`src/rtl/oam_ctrl.sv`:
```
`default_nettype none
// ============================================================================
// Module   : oam_ctrl
// Brief    : Primary OAM port owner. Arbitrates the single OAM RAM port
//            between sprite evaluation, the $4014 DMA engine and CPU
//            $2003/$2004 accesses, holds OAMADDR and sequences OAM DMA.
// Revision : 1.0 - initial release
// ============================================================================
module oam_ctrl #(
  parameter int DMA_LEN    = 256,
  parameter int RENDER_INC = 4
) (
  input  logic        clk,
  input  logic        rst,
  // CPU register interface
  input  logic        oamaddr_we,
  input  logic        oamdata_we,
  input  logic        oamdata_re,
  input  logic [7:0]  cpu_data_i,
  output logic [7:0]  cpu_data_o,
  // DMA request and CPU bus
  input  logic        dma_start,
  input  logic [7:0]  dma_page,
  input  logic        cpu_odd,
  output logic        dma_halt,
  output logic [15:0] bus_addr,
  output logic        bus_rd,
  input  logic [7:0]  bus_data_i,
  // Rendering status and sprite evaluation
  input  logic        rendering,
  input  logic        sprite_fetch,
  input  logic        eval_req,
  input  logic [7:0]  eval_addr,
  output logic [7:0]  eval_data_o,
  // OAM RAM port
  output logic [7:0]  oam_addr,
  output logic        oam_we,
  output logic [7:0]  oam_din,
  input  logic [7:0]  oam_dout
);

  // DMA sequencer states
  typedef enum logic [2:0] {
    S_IDLE  = 3'd0,
    S_HALT  = 3'd1,
    S_ALIGN = 3'd2,
    S_READ  = 3'd3,
    S_WRITE = 3'd4
  } dma_state_e;

  localparam logic [8:0] LAST_COUNT = 9'(DMA_LEN);
  localparam logic [7:0] INC_STEP   = 8'(RENDER_INC);

  dma_state_e  state_q, state_d;
  logic [7:0]  page_q,  page_d;
  logic [8:0]  count_q, count_d;
  logic [7:0]  oamaddr_q, oamaddr_d;

  // DMA data capture across eval stalls
  logic        stall_q, stall_d;
  logic [7:0]  hold_q,  hold_d;

  // $2004 read return path
  logic        rd_pend_q, rd_pend_d;
  logic        rd_attr_q, rd_attr_d;
  logic [7:0]  rdata_q,   rdata_d;

  logic        dma_commit;
  logic [7:0]  dma_din;
  logic        cpu_grant;
  logic        cpu_wr;
  logic        cpu_rd;
  logic        render_bump;
  logic [7:0]  rd_fmt;

  // DMA state register
  always_ff @(posedge clk) begin
    if (rst) begin
      state_q <= S_IDLE;
      page_q  <= 8'h00;
      count_q <= 9'd0;
    end else begin
      state_q <= state_d;
      page_q  <= page_d;
      count_q <= count_d;
    end
  end

  // DMA next-state and bus-side outputs
  always_comb begin
    state_d    = state_q;
    page_d     = page_q;
    count_d    = count_q;
    dma_commit = 1'b0;
    dma_halt   = (state_q != S_IDLE);
    bus_rd     = (state_q == S_READ);
    bus_addr   = {page_q, count_q[7:0]};
    case (state_q)
      S_IDLE: begin
        if (dma_start) begin
          page_d  = dma_page;
          count_d = 9'd0;
          state_d = S_HALT;
        end
      end
      S_HALT: begin
        // An odd start needs one extra cycle so reads land on get-cycles
        state_d = cpu_odd ? S_ALIGN : S_READ;
      end
      S_ALIGN: begin
        state_d = S_READ;
      end
      S_READ: begin
        state_d = S_WRITE;
      end
      S_WRITE: begin
        // Evaluation owns the port this cycle: hold the byte, retry next
        if (!eval_req) begin
          dma_commit = 1'b1;
          count_d    = count_q + 9'd1;
          state_d    = (count_q + 9'd1 == LAST_COUNT) ? S_IDLE : S_READ;
        end
      end
      default: begin
        state_d = S_IDLE;
      end
    endcase
  end

  // Port arbitration, OAMADDR update and read formatting
  always_comb begin
    // Bus data is only valid the first WRITE cycle; after a stall use the copy
    dma_din     = stall_q ? hold_q : bus_data_i;
    stall_d     = (state_q == S_WRITE) && eval_req;
    hold_d      = dma_din;

    // CPU data port accesses only while no DMA is running and eval is quiet
    cpu_grant   = (state_q == S_IDLE) && !eval_req;
    cpu_wr      = oamdata_we && !rendering && cpu_grant;
    cpu_rd      = oamdata_re && cpu_grant;
    // The rendering-time OAMDATA bump does not touch the RAM port
    render_bump = oamdata_we && rendering && (state_q == S_IDLE);

    oamaddr_d = oamaddr_q;
    if (dma_commit) begin
      oamaddr_d = oamaddr_q + 8'd1;
    end else if (oamaddr_we) begin
      oamaddr_d = cpu_data_i;
    end else if (cpu_wr) begin
      oamaddr_d = oamaddr_q + 8'd1;
    end else if (render_bump) begin
      oamaddr_d = oamaddr_q + INC_STEP;
    end
    // Sprite tile fetches clear OAMADDR continuously
    if (rendering && sprite_fetch) begin
      oamaddr_d = 8'h00;
    end

    oam_addr = eval_req ? eval_addr : oamaddr_q;
    // Gating with rst keeps an in-flight write from landing during reset
    oam_we   = !rst && (dma_commit || cpu_wr);
    oam_din  = dma_commit ? dma_din : cpu_data_i;

    eval_data_o = oam_dout;

    // Attribute bytes have no storage in bits 4:2
    rd_pend_d = cpu_rd;
    rd_attr_d = cpu_rd ? (oamaddr_q[1:0] == 2'd2) : rd_attr_q;
    rd_fmt    = rd_attr_q ? (oam_dout & 8'hE3) : oam_dout;
    rdata_d   = rd_pend_q ? rd_fmt : rdata_q;
    cpu_data_o = rd_pend_q ? rd_fmt : rdata_q;
  end

  // Datapath registers
  always_ff @(posedge clk) begin
    if (rst) begin
      oamaddr_q <= 8'h00;
      stall_q   <= 1'b0;
      hold_q    <= 8'h00;
      rd_pend_q <= 1'b0;
      rd_attr_q <= 1'b0;
      rdata_q   <= 8'h00;
    end else begin
      oamaddr_q <= oamaddr_d;
      stall_q   <= stall_d;
      hold_q    <= hold_d;
      rd_pend_q <= rd_pend_d;
      rd_attr_q <= rd_attr_d;
      rdata_q   <= rdata_d;
    end
  end

endmodule
`default_nettype wire

```
`config.mk`:
```
export PLATFORM = sky130hd
export DESIGN_NAME = oam_ctrl
export DESIGN_NICKNAME = d
export VERILOG_FILES = /design/src/rtl/oam_ctrl.sv
export SDC_FILE = /design/constraint.sdc
export NUM_CORES = 1
export LEC_CHECK = 0
export ABC_AREA = 1
export CORE_MARGIN = 2
export CORE_UTILIZATION = 45
export DETAILED_ROUTE_END_ITERATION = 10
export PLACE_DENSITY = 0.81
export SLEW_MARGIN = 20
export SYNTH_ARGS = -nofsm -noshare
export SYNTH_HDL_FRONTEND = slang
export SYNTH_SLANG_ARGS = --single-unit
```
`constraint.sdc`:
```
create_clock -name clk -period 2.4 [get_ports clk]
set_input_delay 0.72 -clock clk [delete_from_list [all_inputs] [get_ports clk]]
set_output_delay 0.72 -clock clk [all_outputs]
set_load 0.01 [all_outputs]
```
==> results of run 1 <==
sequential cells by signal (all words and copies together) (netlist names):
register,flops
rd_attr_q,1
count_q,9
rdata_q,8
stall_q,1
oamaddr_q,8
page_q,8
hold_q,8
rd_pend_q,1
state_q,3
power by group:
part / total [W] / internal [W] / switching (W)
registers: 0.000852 / 0.000822 / 0.0000294
logic: 0.000471 / 0.000231 / 0.000240
clock network: 0.000612 / 0.000337 / 0.000275
total: 0.00193 / 0.00139 / 0.000544
routing by layer:
metal  vias up  global-route usage  wire length [µm]
met1      1266               0.263              3020
met5         -                   0                 0
met3         9              0.0396               394
met2        78               0.380              3490
met4         0              0.0617                93
li1       1460                   -                 -
timing repair:
action	in CTS	in global routing
setup buffers	1	2
setup endpoints to repair	34	11
hold endpoints to repair	0	0
resized for setup	57	20
worst paths after layout:
check	start	to	slack, ns
setup / recovery	bus_data_i[3]	oam_din[3]	0.04
hold / removal	rd_attr_q	rd_attr_q	0.47
setup reg to reg	count_q[0]	state_q[1]	0.67
hold reg to reg	rd_attr_q	rd_attr_q	0.47
cell usage after synthesis (all sizes together):
library cell  number
xnor2              2
buf               21
nand2            125
a2bb2oi            1
o21a               1
clkinv             1
nand3             13
dfxtp             47
o21ai             32
clkbuf             6
o22ai              4
nand4              4
xor2               7
a21oi             31
ha                 5
inv               50
mux2i              8
o21bai             2
nor3               4
nor2              31
or2                2
nand3b             1
through the flow:
stage / std cells / instance area, µm² / total power [W]
final: 582 / 3910 / 0.00193
after global routing: 582 / 3910 / 0.00203
after CTS: 580 / 3930 / 0.00194
after detailed placement: 571 / 3820 / 0.00136
after global placement: 571 / 3820 / 0.00135
after floorplan: 398 / 2710 / 0.00111
final cells by class:
cell class              count  area (µm²)  share of cell area
inverters                  51         191              0.0490
flip-flops and latches     47         941               0.241
clock inverters             2        35.0             0.00897
clock buffers               6        82.6              0.0211
well taps                  75        93.8              0.0240
multi-input cells         273        1430               0.367
repair buffers            128        1130               0.289
worst max-delay path, stage by stage:
cell and delay (ns):
clkdlybuf4s50_1 0.45, mux2i_1 0.08, o21ai_1 0.20, buf_2 0.19
kinds of logic (layout without fill, tap and decap cells):
logic type	count (synthesis)	count (layout)
buffers and inverters	78	187
multiplexers	8	8
AND/OR/NAND/NOR	180	180
XOR/XNOR	9	9
AO/OA/AOI/OAI	71	71
adder cells (fa/ha/maj)	5	5
flip-flops	47	47
==> reports/metrics.csv, run 1 <==
stage,metric,value,unit
sta,setup TNS,0,ns
cells_and_area,post-layout util,0.664,
detailed_routing,DRC Markers,0,
worst_setup_path,CP startpoint kind,primary input,
placement,GP Congestion,0.788,
sta,fin crit share,0.984,
clock_tree,CTS H-tree depth,2,
sta,minimum clock period,2.36,ns
floorplanning,initial core utilization,0.461,
clock_tree,maximum clock insertion buffer count,2,
grt,initial antenna violation count,0,
detailed_routing,vias,2813,
placement,pre-CTS WS,-0.579,ns
yosys,Post-Syn Area,0.00271,mm²
yosys,post-synth net total,453,
floorplanning,I/O pin cnt,101,
clock_tree,Worst-path clk slew,0.08,ns
yosys,main combinational cell family by area after synthesis,simple AND/OR/NAND/NOR gates,
cells_and_area,layout net count,561,
detailed_routing,total wire length,6990,µm
yosys,Synth Area in Adders,0.0231,
sta,RSZ-0062 raised after global routing,no,
sta,Pins Over Slew Limit,0,
detailed_routing,WL/cell,12.0,µm
floorplanning,full die area,0.00667,mm²
worst_setup_path,CP Class,in -> out,
outcome,run status,"complete, no violations",
yosys,mux cell area share after synthesis,0.0295,
clock_tree,clock latency at the later pin of the worst-skew pair,0.30,ns
clock_tree,CTS tree,done,
grt,pin count of the biggest net entering global routing,40,
yosys,Synth Area in Simple Gates,0.298,
cells_and_area,Antenna Cells,0,
cells_and_area,"commonest non-fill, non-tap cell in the layout",nand2_1,
clock_tree,root buffer selected by CTS,clkbuf_8,
worst_hold_path,HP Class,reg -> reg,
detailed_routing,vias per inst,4.83,
floorplanning,Die Span X,81.6,µm
placement,Final HPWL DP,5300,µm
clock_tree,CTS buffer count,5,
grt,Global Route Usage Sum,0.214,
power_and_ir_drop,Pleak,1.73,nW
yosys,post-synth top area cell,dfxtp_1,
detailed_routing,TritonRoute pass-1 iters,4,
power_and_ir_drop,pwr/cell area,495,mW/mm²
yosys,count of different cell masters after synthesis,37,
yosys,Synth Area in XOR/XNOR,0.0291,
worst_setup_path,Worst Path Required,1.68,ns
power_and_ir_drop,"IR drop worst, VDD",276,µV
floorplanning,Die Y,81.6,µm
yosys,largest cells by area after synthesis,"dfxtp_1 (35%), nand2_1 (16%), inv_1 (6.1%)",
yosys,share of the synthesized area in the top cell type,0.347,
yosys,Mean Syn Cell Area,6.82,µm²
yosys,"Seq/Total Area, Yosys",0.347,
grt,global-route wire length before repair,11200,µm
clock_tree,clock sink count,47,
clock_tree,Hold Buf Count CTS,0,
worst_setup_path,"Arr. time, crit path",1.64,ns
worst_setup_path,Critical Path End Type,output port,
detailed_routing,DRT iter0 DRCs,95,
grt,total gr overflow,0,
sta,Slew Limit Headroom,0.646,
placement,port bufs,100,
cells_and_area,# fillers,512,
cells_and_area,most frequent cells in the layout,"nand2_1 (117), clkdlybuf4s50_1 (65), dfxtp_1 (47)",
sta,Fmax,424,MHz
cells_and_area,layout cells sized above 1,0.154,
flow_run,max_cap viols,0,
cells_and_area,area delta synth->final,44.0,%
floorplanning,# rows,28,
yosys,Synth Warn #,0,
sta,hold_ws,0.466,ns
sta,Final Setup Violations,0,
floorplanning,core box area,0.00589,mm²
sta,final hold violation count,0,
yosys,Yosys reg bits,47,
sta,worst setup margin,0.0395,ns
grt,number of global-route vias before repair,2511,
yosys,Synth Area in Compound Gates,0.140,
yosys,cells after synthesis,398,
sta,Worst Clk Skew,0.00790,ns
sta,Worst Tran Pin Value,0.531,ns
detailed_routing,final antenna-violating net count,0,
worst_setup_path,CP Max Fanout,2,
worst_hold_path,worst hold stages,2,
worst_setup_path,R2R depth,10,
Power figures use the tool's default switching activity.
==> inputs of run 2 (changes only) <==
Settings changed: CORE_MARGIN 2 to 1.5.
==> run 2 against run 1 <==
Count of clock-buffer cells in the layout is the same. Clock skew barely moved. Die area shrank 2.4%. Combinational power is 3% higher. Register-to-register slack worse by 0.02 ns. Hold slack worse by 0.011 ns. Largest cell class unchanged.
==> reports/metrics.csv, run 2 (same netlist as run 1, synthesis figures left out) <==
stage,metric,value,unit,change
grt,Global Route Usage Sum,0.221,,+0.00762
cells_and_area,most frequent cells in the layout,"nand2_1 (117), clkdlybuf4s50_1 (64), dfxtp_1 (47)",,
worst_setup_path,WP buf/inv,2,,unchanged
worst_setup_path,Critical Path End Type,output port,,
clock_tree,CTS buffer count,5,,unchanged
floorplanning,Die Span X,80.6,µm,-1.2%
power_and_ir_drop,Cell Int Power,0.00127,W,-8.9%
detailed_routing,DRT iter0 DRCs,96,,+1.1%
power_and_ir_drop,Combinational Power Share,0.268,,+0.025
clock_tree,CTS tree,done,,
grt,pin count of the biggest net entering global routing,40,,unchanged
grt,initial antenna violation count,0,,unchanged
cells_and_area,Largest register FFs,9,,unchanged
sta,Slew Limit Headroom,0.632,,-0.0137
worst_setup_path,crit path from,bus_data_i[0],,
flow_run,max_cap viols,0,,unchanged
power_and_ir_drop,Reg power frac,0.471,,+0.031
sta,Pins Over Slew Limit,0,,unchanged
power_and_ir_drop,Sw Pwr,0.000542,W,-0.27%
sta,Worst Tran Pin Value,0.552,ns,+0.0206 ns
sta,Worst Clk Skew,0.00818,ns,+0.000286 ns
worst_setup_path,CP startpoint kind,primary input,,
worst_hold_path,hold path startpoint,rd_attr_q,,
detailed_routing,WL/cell,12.0,µm,-0.16%
floorplanning,# rows,28,,unchanged
power_and_ir_drop,pwr/cell area,459,mW/mm²,-7.3%
sta,setup TNS,0,ns,unchanged
worst_setup_path,CP peak stage delay,0.40,ns,-0.05 ns
sta,minimum clock period,2.40,ns,+0.0350 ns
floorplanning,Die Y,80.6,µm,-1.2%
placement,port bufs,100,,unchanged
cells_and_area,Reg with most FFs,count_q,,
detailed_routing,final antenna-violating net count,0,,unchanged
power_and_ir_drop,Tot Pwr,0.00181,W,-6.5%
cells_and_area,Antenna Cells,0,,unchanged
detailed_routing,DRC Markers,0,,unchanged
floorplanning,initial core utilization,0.461,,unchanged
floorplanning,full die area,0.00650,mm²,-2.4%
sta,final hold violation count,0,,unchanged
clock_tree,clock latency at the later pin of the worst-skew pair,0.30,ns,about the same
cells_and_area,post-layout util,0.669,,+0.00553
sta,Fmax,417,MHz,-1.5%
cells_and_area,# fillers,501,,-2.1%
floorplanning,core box area,0.00589,mm²,unchanged
clock_tree,maximum clock insertion buffer count,2,,unchanged
outcome,run status,"complete, no violations",,
worst_setup_path,Worst Path Required,1.68,ns,about the same
detailed_routing,vias per inst,4.81,,-0.44%
worst_setup_path,CP Class,in -> out,,
clock_tree,root buffer selected by CTS,clkbuf_8,,
sta,Final Setup Violations,0,,unchanged
placement,Final HPWL DP,5330,µm,+0.58%
worst_setup_path,critical path cell sequence,clkdlybuf4s50_1 > mux2i_1 > o21ai_2 > clkdlybuf4s15_2,,
placement,GP Congestion,0.894,,+13%
sta,hold_ws,0.455,ns,-0.0107 ns
worst_setup_path,family with the most delay on the worst path,buffers and inverters,,
worst_setup_path,CP Max Fanout,2,,unchanged
clock_tree,clock sink count,47,,unchanged
power_and_ir_drop,Net Sw Frac,0.300,,+0.0187
grt,total gr overflow,0,,unchanged
worst_setup_path,"Slowest-stage cell, CP",clkdlybuf4s50_1,,
cells_and_area,layout net count,564,,+0.53%
grt,number of global-route vias before repair,2672,,+6.4%
detailed_routing,TritonRoute pass-1 iters,4,,unchanged
clock_tree,Worst-path clk slew,0.09,ns,about the same
power_and_ir_drop,Clk pwr share,0.261,,-0.055
cells_and_area,layout cells sized above 1,0.180,,+0.0265
sta,fin crit share,0.998,,+0.0146
worst_setup_path,"Arr. time, crit path",1.68,ns,+0.04 ns
worst_setup_path,r2r setup slk,0.65,ns,-0.02 ns
cells_and_area,"commonest non-fill, non-tap cell in the layout",nand2_1,,
worst_hold_path,HP Class,reg -> reg,,
clock_tree,Hold Buf Count CTS,0,,unchanged
grt,global-route wire length before repair,11400,µm,+1.4%
detailed_routing,total wire length,7020,µm,+0.36%
cells_and_area,area delta synth->final,45.2,%,
detailed_routing,vias,2815,,+0.071%
power_and_ir_drop,Pleak,1.74,nW,+0.28%
power_and_ir_drop,"IR drop worst, VDD",274,µV,-0.51%
floorplanning,I/O pin cnt,101,,unchanged
worst_setup_path,Worst R2R Start,state_q[2],,
clock_tree,CTS H-tree depth,2,,unchanged
[run 2: changes by cell type in the layout (fill, tap and decap cells not counted), sizes merged]
cell and delta:
clkdlybuf4s50 -1, clkinvlp +1, dlygate4sd2 -4, buf +5
bufinv -1, clkdlybuf4s15 +5, clkbuf -2
[run 2: final timing paths]
kind	end	cells after the start
max	oam_din[0]	4
min	rd_attr_q	2
max reg2reg	oamaddr_q[2]	11
min reg2reg	rd_attr_q	2
[run 2: timing repair]
item | in CTS | in global routing
setup buffers | 0 | 4
pin swaps | 0 | 3
endpoints found under the setup margin | 33 | 17
resized for setup | 71 | 31
[run 2: per-stage QoR]
step / setup WS (ns) / area (µm²) / instances
3_5_place_dp: -0.564 / 3840 / 573
2_1_floorplan: 0.127 / 2710 / 398
6_report: 0.00448 / 3940 / 585
5_1_grt: -0.0226 / 3940 / 585
4_1_cts: 0.00293 / 3910 / 581
3_3_place_gp: -0.526 / 3840 / 573
[run 2: final cells by class]
| class | count | area, µm² | share of cell area |
|---|---|---|---|
| Clock buffer | 6 | 72.6 | 0.0184 |
| Clock inverter | 2 | 12.5 | 0.00318 |
| Inverter | 51 | 191 | 0.0486 |
| Multi-Input combinational cell | 273 | 1470 | 0.372 |
| Sequential cell | 47 | 941 | 0.239 |
| Tap cell | 75 | 93.8 | 0.0238 |
| Timing Repair Buffer | 131 | 1160 | 0.295 |
[run 2: power by group through the flow]
stage,Combinational (W),Clock (W),Sequential [W]
5_1_grt,0.000536,0.000515,0.000856
4_1_cts,0.000479,0.000481,0.000850
3_5_place_dp,0.000496,0,0.000868
3_3_place_gp,0.000485,0,0.000866
2_1_floorplan,0.000244,0,0.000868
6_report,0.000485,0.000472,0.000851
[run 2: routing by layer]
layer | GRT usage | part of all wire | up-vias
met5 | 0 | 0 | -
met4 | 0.0552 | 0.012 | 0
met3 | 0.0352 | 0.038 | 7
met2 | 0.416 | 0.51 | 66
met1 | 0.258 | 0.44 | 1281
li1 | - | - | 1461
[run 2: worst min-delay path, cell delays in order (launching register included)]
cell and delay, ns:
dfxtp_1 0.31, inv_1 0.06, a21oi_1 0.05
==> inputs of run 3 (changes only) <==
Settings changed: CTS_CLUSTER_SIZE set to 12.
==> results of run 3 <==
Same layout as run 2: the final DEF is identical, and so are final timing and power.
